`src/rtl/sequencer_pkg.sv`:
```
// Shared ISA types for the sequencer: opcodes, instruction word, PC and fault codes.
package sequencer_pkg;

   localparam int PC_W  = 16;
   localparam int IMM_W = 8;

   typedef logic [PC_W-1:0]  pc_reg_t;
   typedef logic [IMM_W-1:0] imm_t;

   typedef enum logic [3:0] {
      NOP  = 4'd0,
      JUMP = 4'd1,
      CALL = 4'd2,
      RET  = 4'd3,
      UNL  = 4'd4,
      LOOP = 4'd5,
      ENDL = 4'd6,
      HALT = 4'd7
   } opcode_t;

   typedef struct packed {
      opcode_t opcode;
      pc_reg_t jump_addr;
      imm_t    immediate;
   } instruction_t;

   typedef enum logic [2:0] {
      NONE     = 3'd0,
      CALL_OVF = 3'd1,
      CALL_UDF = 3'd2,
      LOOP_OVF = 3'd3,
      LOOP_UDF = 3'd4
   } fault_code_t;

   typedef enum logic [1:0] {
      RUN    = 2'd0,
      HALTED = 2'd1,
      FAULT  = 2'd2
   } seq_state_t;

   typedef struct packed {
      pc_reg_t start;
      imm_t    count;
   } loop_ent_t;

endpackage

```
`src/rtl/sequencer_lifo.sv`:
```
// Generic LIFO: push and pop together rewrite the top entry in place.
// Storage is never cleared; only the depth pointer is reset.
module lifo_stack #(
   parameter int WIDTH = 8,
   parameter int DEPTH = 4
) (
   input  logic                       clk,
   input  logic                       rst,
   input  logic                       push_i,
   input  logic                       pop_i,
   input  logic [WIDTH-1:0]           push_dat_i,
   output logic [WIDTH-1:0]           top_o,
   output logic                       full_o,
   output logic                       empty_o,
   output logic [$clog2(DEPTH+1)-1:0] depth_o
);

   localparam int PW = $clog2(DEPTH+1);
   localparam int AW = (DEPTH > 1) ? $clog2(DEPTH) : 1;

   logic [WIDTH-1:0] mem_q [DEPTH];
   logic [PW-1:0]    depth_q;
   logic [AW-1:0]    top_idx;
   logic [AW-1:0]    wr_idx;
   logic             replace;
   logic             do_push;
   logic             do_pop;

   assign full_o  = (depth_q == PW'(DEPTH));
   assign empty_o = (depth_q == '0);
   assign depth_o = depth_q;

   assign replace = push_i && pop_i && !empty_o;
   assign do_push = push_i && !pop_i && !full_o;
   assign do_pop  = pop_i && !push_i && !empty_o;

   assign top_idx = AW'(depth_q - PW'(1));
   assign wr_idx  = replace ? top_idx : AW'(depth_q);
   assign top_o   = mem_q[top_idx];

   always_ff @(posedge clk) begin
      if (rst) begin
         depth_q <= '0;
      end else if (do_push) begin
         depth_q <= depth_q + PW'(1);
      end else if (do_pop) begin
         depth_q <= depth_q - PW'(1);
      end
   end

   always_ff @(posedge clk) begin
      if (do_push || replace) begin
         mem_q[wr_idx] <= push_dat_i;
      end
   end

endmodule

```
`src/rtl/sequencer.sv`:
```
// Program sequencer: PC, call stack and hardware-loop stack with halt/fault states.
// Stall freezes everything; HALTED/FAULT are sticky until rst.
module sequencer
   import sequencer_pkg::*;
#(
   parameter int CALL_DEPTH = 32,
   parameter int LOOP_DEPTH = 4,
   parameter int PC_STEP    = 2
) (
   input  logic                            clk,
   input  logic                            rst,
   input  instruction_t                    instruction,
   input  logic                            diverge_consensus,
   input  logic                            stall,
   output pc_reg_t                         program_counter,
   output pc_reg_t                         next_program_counter,
   output logic [$clog2(CALL_DEPTH+1)-1:0] call_depth,
   output logic [$clog2(LOOP_DEPTH+1)-1:0] loop_depth,
   output logic                            halted,
   output logic                            fault,
   output fault_code_t                     fault_code
);

   localparam int LW = $bits(loop_ent_t);

   pc_reg_t     pc_q, pc_d, pc_inc;
   seq_state_t  state_q, state_d;
   fault_code_t fcode_q, fcode_d;

   logic      call_push, call_pop, call_full, call_empty;
   pc_reg_t   call_top;
   logic      loop_push, loop_pop, loop_full, loop_empty;
   loop_ent_t loop_din, loop_top;
   logic [LW-1:0] loop_top_raw;

   assign pc_inc   = pc_q + PC_W'(PC_STEP);
   assign loop_top = loop_ent_t'(loop_top_raw);

   always_comb begin
      pc_d      = pc_q;
      state_d   = state_q;
      fcode_d   = fcode_q;
      call_push = 1'b0;
      call_pop  = 1'b0;
      loop_push = 1'b0;
      loop_pop  = 1'b0;
      loop_din  = '{start: pc_inc, count: instruction.immediate};

      if (!stall && state_q == RUN) begin
         case (instruction.opcode)
            JUMP: pc_d = instruction.jump_addr;
            UNL:  pc_d = diverge_consensus ? PC_W'(instruction.immediate) : pc_inc;
            CALL: begin
               if (call_full) begin
                  state_d = FAULT;
                  fcode_d = CALL_OVF;
               end else begin
                  call_push = 1'b1;
                  pc_d      = instruction.jump_addr;
               end
            end
            RET: begin
               if (call_empty) begin
                  state_d = FAULT;
                  fcode_d = CALL_UDF;
               end else begin
                  call_pop = 1'b1;
                  pc_d     = call_top;
               end
            end
            LOOP: begin
               if (loop_full) begin
                  state_d = FAULT;
                  fcode_d = LOOP_OVF;
               end else begin
                  loop_push = 1'b1;
                  if (instruction.immediate == '0) loop_din.count = imm_t'(1);
                  pc_d = pc_inc;
               end
            end
            ENDL: begin
               if (loop_empty) begin
                  state_d = FAULT;
                  fcode_d = LOOP_UDF;
               end else if (loop_top.count > imm_t'(1)) begin
                  // push+pop rewrites the top entry with the decremented count
                  loop_push = 1'b1;
                  loop_pop  = 1'b1;
                  loop_din  = '{start: loop_top.start, count: loop_top.count - imm_t'(1)};
                  pc_d      = loop_top.start;
               end else begin
                  loop_pop = 1'b1;
                  pc_d     = pc_inc;
               end
            end
            HALT:    state_d = HALTED;
            default: pc_d = pc_inc;
         endcase
      end
   end

   always_ff @(posedge clk) begin
      if (rst) begin
         pc_q    <= '0;
         state_q <= RUN;
         fcode_q <= NONE;
      end else begin
         pc_q    <= pc_d;
         state_q <= state_d;
         fcode_q <= fcode_d;
      end
   end

   lifo_stack #(.WIDTH(PC_W), .DEPTH(CALL_DEPTH)) u_call_stack (
      .clk        (clk),
      .rst        (rst),
      .push_i     (call_push),
      .pop_i      (call_pop),
      .push_dat_i (pc_inc),
      .top_o      (call_top),
      .full_o     (call_full),
      .empty_o    (call_empty),
      .depth_o    (call_depth)
   );

   lifo_stack #(.WIDTH(LW), .DEPTH(LOOP_DEPTH)) u_loop_stack (
      .clk        (clk),
      .rst        (rst),
      .push_i     (loop_push),
      .pop_i      (loop_pop),
      .push_dat_i (loop_din),
      .top_o      (loop_top_raw),
      .full_o     (loop_full),
      .empty_o    (loop_empty),
      .depth_o    (loop_depth)
   );

   assign program_counter      = pc_q;
   assign next_program_counter = pc_d;
   assign halted               = (state_q == HALTED);
   assign fault                = (state_q == FAULT);
   assign fault_code           = (state_q == FAULT) ? fcode_q : NONE;

endmodule

```
`config.mk`:
```
export PLATFORM = sky130hd
export DESIGN_NAME = sequencer
export DESIGN_NICKNAME = d
export VERILOG_FILES = /design/src/rtl/sequencer_pkg.sv /design/src/rtl/sequencer_lifo.sv /design/src/rtl/sequencer.sv
export SDC_FILE = /design/constraint.sdc
export NUM_CORES = 1
export LEC_CHECK = 0
export CORE_MARGIN = 3
export CORE_UTILIZATION = 60
export DETAILED_ROUTE_END_ITERATION = 10
export PLACE_DENSITY = 0.87
export REMOVE_ABC_BUFFERS = 1
export SYNTH_ARGS = -nofsm -noshare
export SYNTH_HDL_FRONTEND = slang
export SYNTH_SLANG_ARGS = --single-unit
```
`constraint.sdc`:
```
create_clock -name clk -period 15 [get_ports clk]
set_clock_uncertainty 0.2 [all_clocks]
set_input_delay 4.5 -clock clk [delete_from_list [all_inputs] [get_ports clk]]
set_output_delay 4.5 -clock clk [all_outputs]
set_load 0.05 [all_outputs]
```
==> metrics <==
Horiz. Die Dim 217 um; number of buffers and inverters on the critical path 2; Port Buffer Count 77; slew margin rel. 0.110; cells along the critical path clkdlybuf4s50_1 > or3_1 > nor3_1 > nand3_1 > a2111oi_0 > a211o_1 > clkdlybuf4s50_1; max-slew violations 0; Critical Path Start Type input port; crit-path leading delay family simple AND/OR/NAND/NOR gates; WP data arrival around 8.5 ns; Avg Inst Size Synth 18.3 um^2; CTS Buf Count 60; # nets final around 1600; die height between 200 and 250 um; CTS clk-pin slew, worst paths 0.06 ns; # rows between 70 and 80; Worst Hold Class reg -> reg; CTS Buffer Depth 3; PwrDens 121 mW/mm^2; Worst Setup SP stall; worst setup path end next_program_counter[5]; Final Hold Fails 0; fraction of registers with async set/reset 0; Placeable Area ~0.044 mm^2; XOR/XNOR Fraction of Synth Area 0.00941; total gr overflow 0; FMAX roughly 0.076 GHz; CP Class in -> out; antenna viol nets, final 0; CTS root buffer clkbuf_16; maximum VDD drop ~0.10 mV; Pre-antenna DRT Iters 6; synth unique cells 79; Slew @ Worst Pin approximately 1.3 ns; Sw Ratio 0.219; TritonCTS clock tree yes; most common cell after layout, fill and taps aside edfxtp_1; grt met3 use 0.0687; Post-Synth Adder-Cell Area 0.00421; RD Place Congestion about 0.95; Leakage 9.81 nW; Post-synth EDFFs 608; post-synthesis sequential area ratio 0.706; largest fanout on the critical path 20; Critical Path RT between 10 and 15 ns; initial antenna violation count 3; Via density 7.03; drt wl/cell 32.1 um; setup bufs post-CTS 0; M2 GR Usage 0.494; share of post-route cells with drive strength above 1 0.231; DRT iter0 DRCs between 2000 and 2500; via count 15500; total track usage 0.309; top_reg_cell synth edfxtp_1; most frequent cells in the layout edfxtp_1 (608), mux4_2 (174), nor2_1 (89); CP max stage cell nor3_1; Hold Buf Count CTS 0; Final Total Pwr 0.00368 W; crit-path max cell delay around 0.84 ns; ant diodes 0; post-route clock period utilization 0.882; Int Pwr roughly 0.0029 W; post-route setup slack 1.78 ns; Syn Inst Count 1461; synthesized area between 0.02 and 0.03 mm^2; CTS H-tree lvls 2; WL final 70.8 mm; Psw ~0.0008 W; YS warnings 0; Clock power frac 0.412; largest family of logic cells by synthesized area multiplexers; status completed; clock latency on the worst-skew pair 0.64 ns; # clock sinks between 600 and 700; number of global-route vias before repair ~16000; Synth Area in Simple Gates 0.0547; Util after Layout 0.696; critical path's most frequent cell clkdlybuf4s50_1; HP Start fcode_q[0]; I/O pin count between 70 and 80; area of the die 0.0471 mm^2; fin crit period around 13 ns; met1 Usage GRT 0.430; DRC violations left 0; pin count of the biggest net entering global routing 55; number of synthesized register bits 638; first-pass GRT wire length approximately 110 mm; WP depth 7; compound-gate portion of the synthesized area 0.0449; DPL Wire Length 41.6 mm; flop-to-flop setup slack ~10 ns; post-cts resize count 0; RSZ-0062 raised after global routing false; Reg power frac 0.534; final setup violation count 0; proportion of synthesized area in mux cells 0.162; Logic pwr share 0.054; Starting Density 0.614; Area Overhead vs Synth 13.5%; worst r2r src u_call_stack.depth_o[0]; pre-CTS WS 1.87 ns; r2r endpoint program_counter[3]; Final TNS setup 0 ns; R2R depth 10; Top Usage Layer GRT met2; Max-Cap Viols 0; CP Capture Type output port
[per-layer routing]
metal	up-vias	wire [um]
li1	6199	-
met3	224	7890
met1	7872	25600
met4	2	3080
met5	-	13
met2	1224	34200
[how the worst min path moves through the flow]
stage                       to  slack, ns  cells past startpoint
floorplan           fcode_q[0]       0.25                      2
global placement    fcode_q[0]       0.28                      2
detailed placement  fcode_q[0]       0.30                      2
CTS                 fcode_q[0]       0.32                      2
global route        fcode_q[1]       0.35                      2
finish              fcode_q[0]       0.32                      2
[power groups by stage]
stage	combinational [W]	sequential, W	clock [W]
after global placement	0.000188	0.00200	0
final	0.000200	0.00196	0.00152
after global routing	0.000209	0.00196	0.00159
after detailed placement	0.000194	0.00200	0
after floorplan	0.000109	0.00201	0
after CTS	0.000197	0.00196	0.00153
[registers in the layout, summed over array words and instances, names as in the netlist]
register and cells:
u_loop_stack.mem_q 96, u_call_stack.mem_q 512, state_q 2, u_loop_stack.depth_o 3, program_counter 16, fcode_q 3, u_call_stack.depth_o 6
[stage by stage]
stage	instances	hold WS, ns	cell area (um^2)
2_1_floorplan	1375	0.252	26300
3_3_place_gp	2095	0.277	28400
3_5_place_dp	2095	0.295	28400
4_1_cts	2209	0.321	30300
5_1_grt	2209	0.350	30300
6_report	2209	0.315	30300
[synthesized netlist by cell type (all sizes together) (5+ instances only)]
cell | number | share of area
a211oi | 15 | 0.0042
a21oi | 52 | 0.0097
a221o | 5 | 0.0019
a22oi | 6 | 0.0017
a31oi | 6 | 0.0014
and2 | 14 | 0.0033
and3 | 9 | 0.0021
and4 | 5 | 0.0016
buf | 46 | 0.011
clkbuf | 40 | 0.0057
dfxtp | 30 | 0.022
edfxtp | 608 | 0.68
ha | 9 | 0.0042
inv | 14 | 0.0020
mux2 | 13 | 0.0055
mux2i | 22 | 0.0082
mux4 | 176 | 0.15
nand2 | 70 | 0.0098
nand2b | 6 | 0.0014
nand3 | 30 | 0.0061
nand4 | 5 | 0.0012
nor2 | 93 | 0.013
nor2b | 13 | 0.0030
nor3 | 19 | 0.0036
nor3b | 6 | 0.0017
nor4 | 5 | 0.0017
o211ai | 10 | 0.0028
o21a | 5 | 0.0014
o21ai | 34 | 0.0064
o22ai | 6 | 0.0014
or3 | 5 | 0.0012
xnor2 | 15 | 0.0049
xor2 | 12 | 0.0045
[kinds of logic after synthesis]
logic type	count (synthesis)
adders and majority gates	9
AOI/OAI and AO/OA	179
xor gates and xnor gates	27
DFF	638
buffers and inverters	101
and+or+nand+nor	296
muxes	211
[worst register-to-register path, stage by stage (launching register included)]
cell and delay (ns):
dfxtp_4 0.69, clkinv_1 0.47, ha_1 0.47, xor2_4 0.76
buf_4 0.64, mux4_2 0.61, nand2_1 0.12, nand2_1 0.12
a311o_1 0.43, a22o_1 0.27, and2_1 0.16
[cell type report]
cell class	instances	area [um^2]
sequential	638	18900
clock inverter	41	404
fill	2599	13200
clock buffer	73	1570
tap	585	732
timing repair buffer	135	1210
multi-input combinational	722	7500
inverter	15	56.3
No activity file was read; power rests on OpenSTA's default activity.
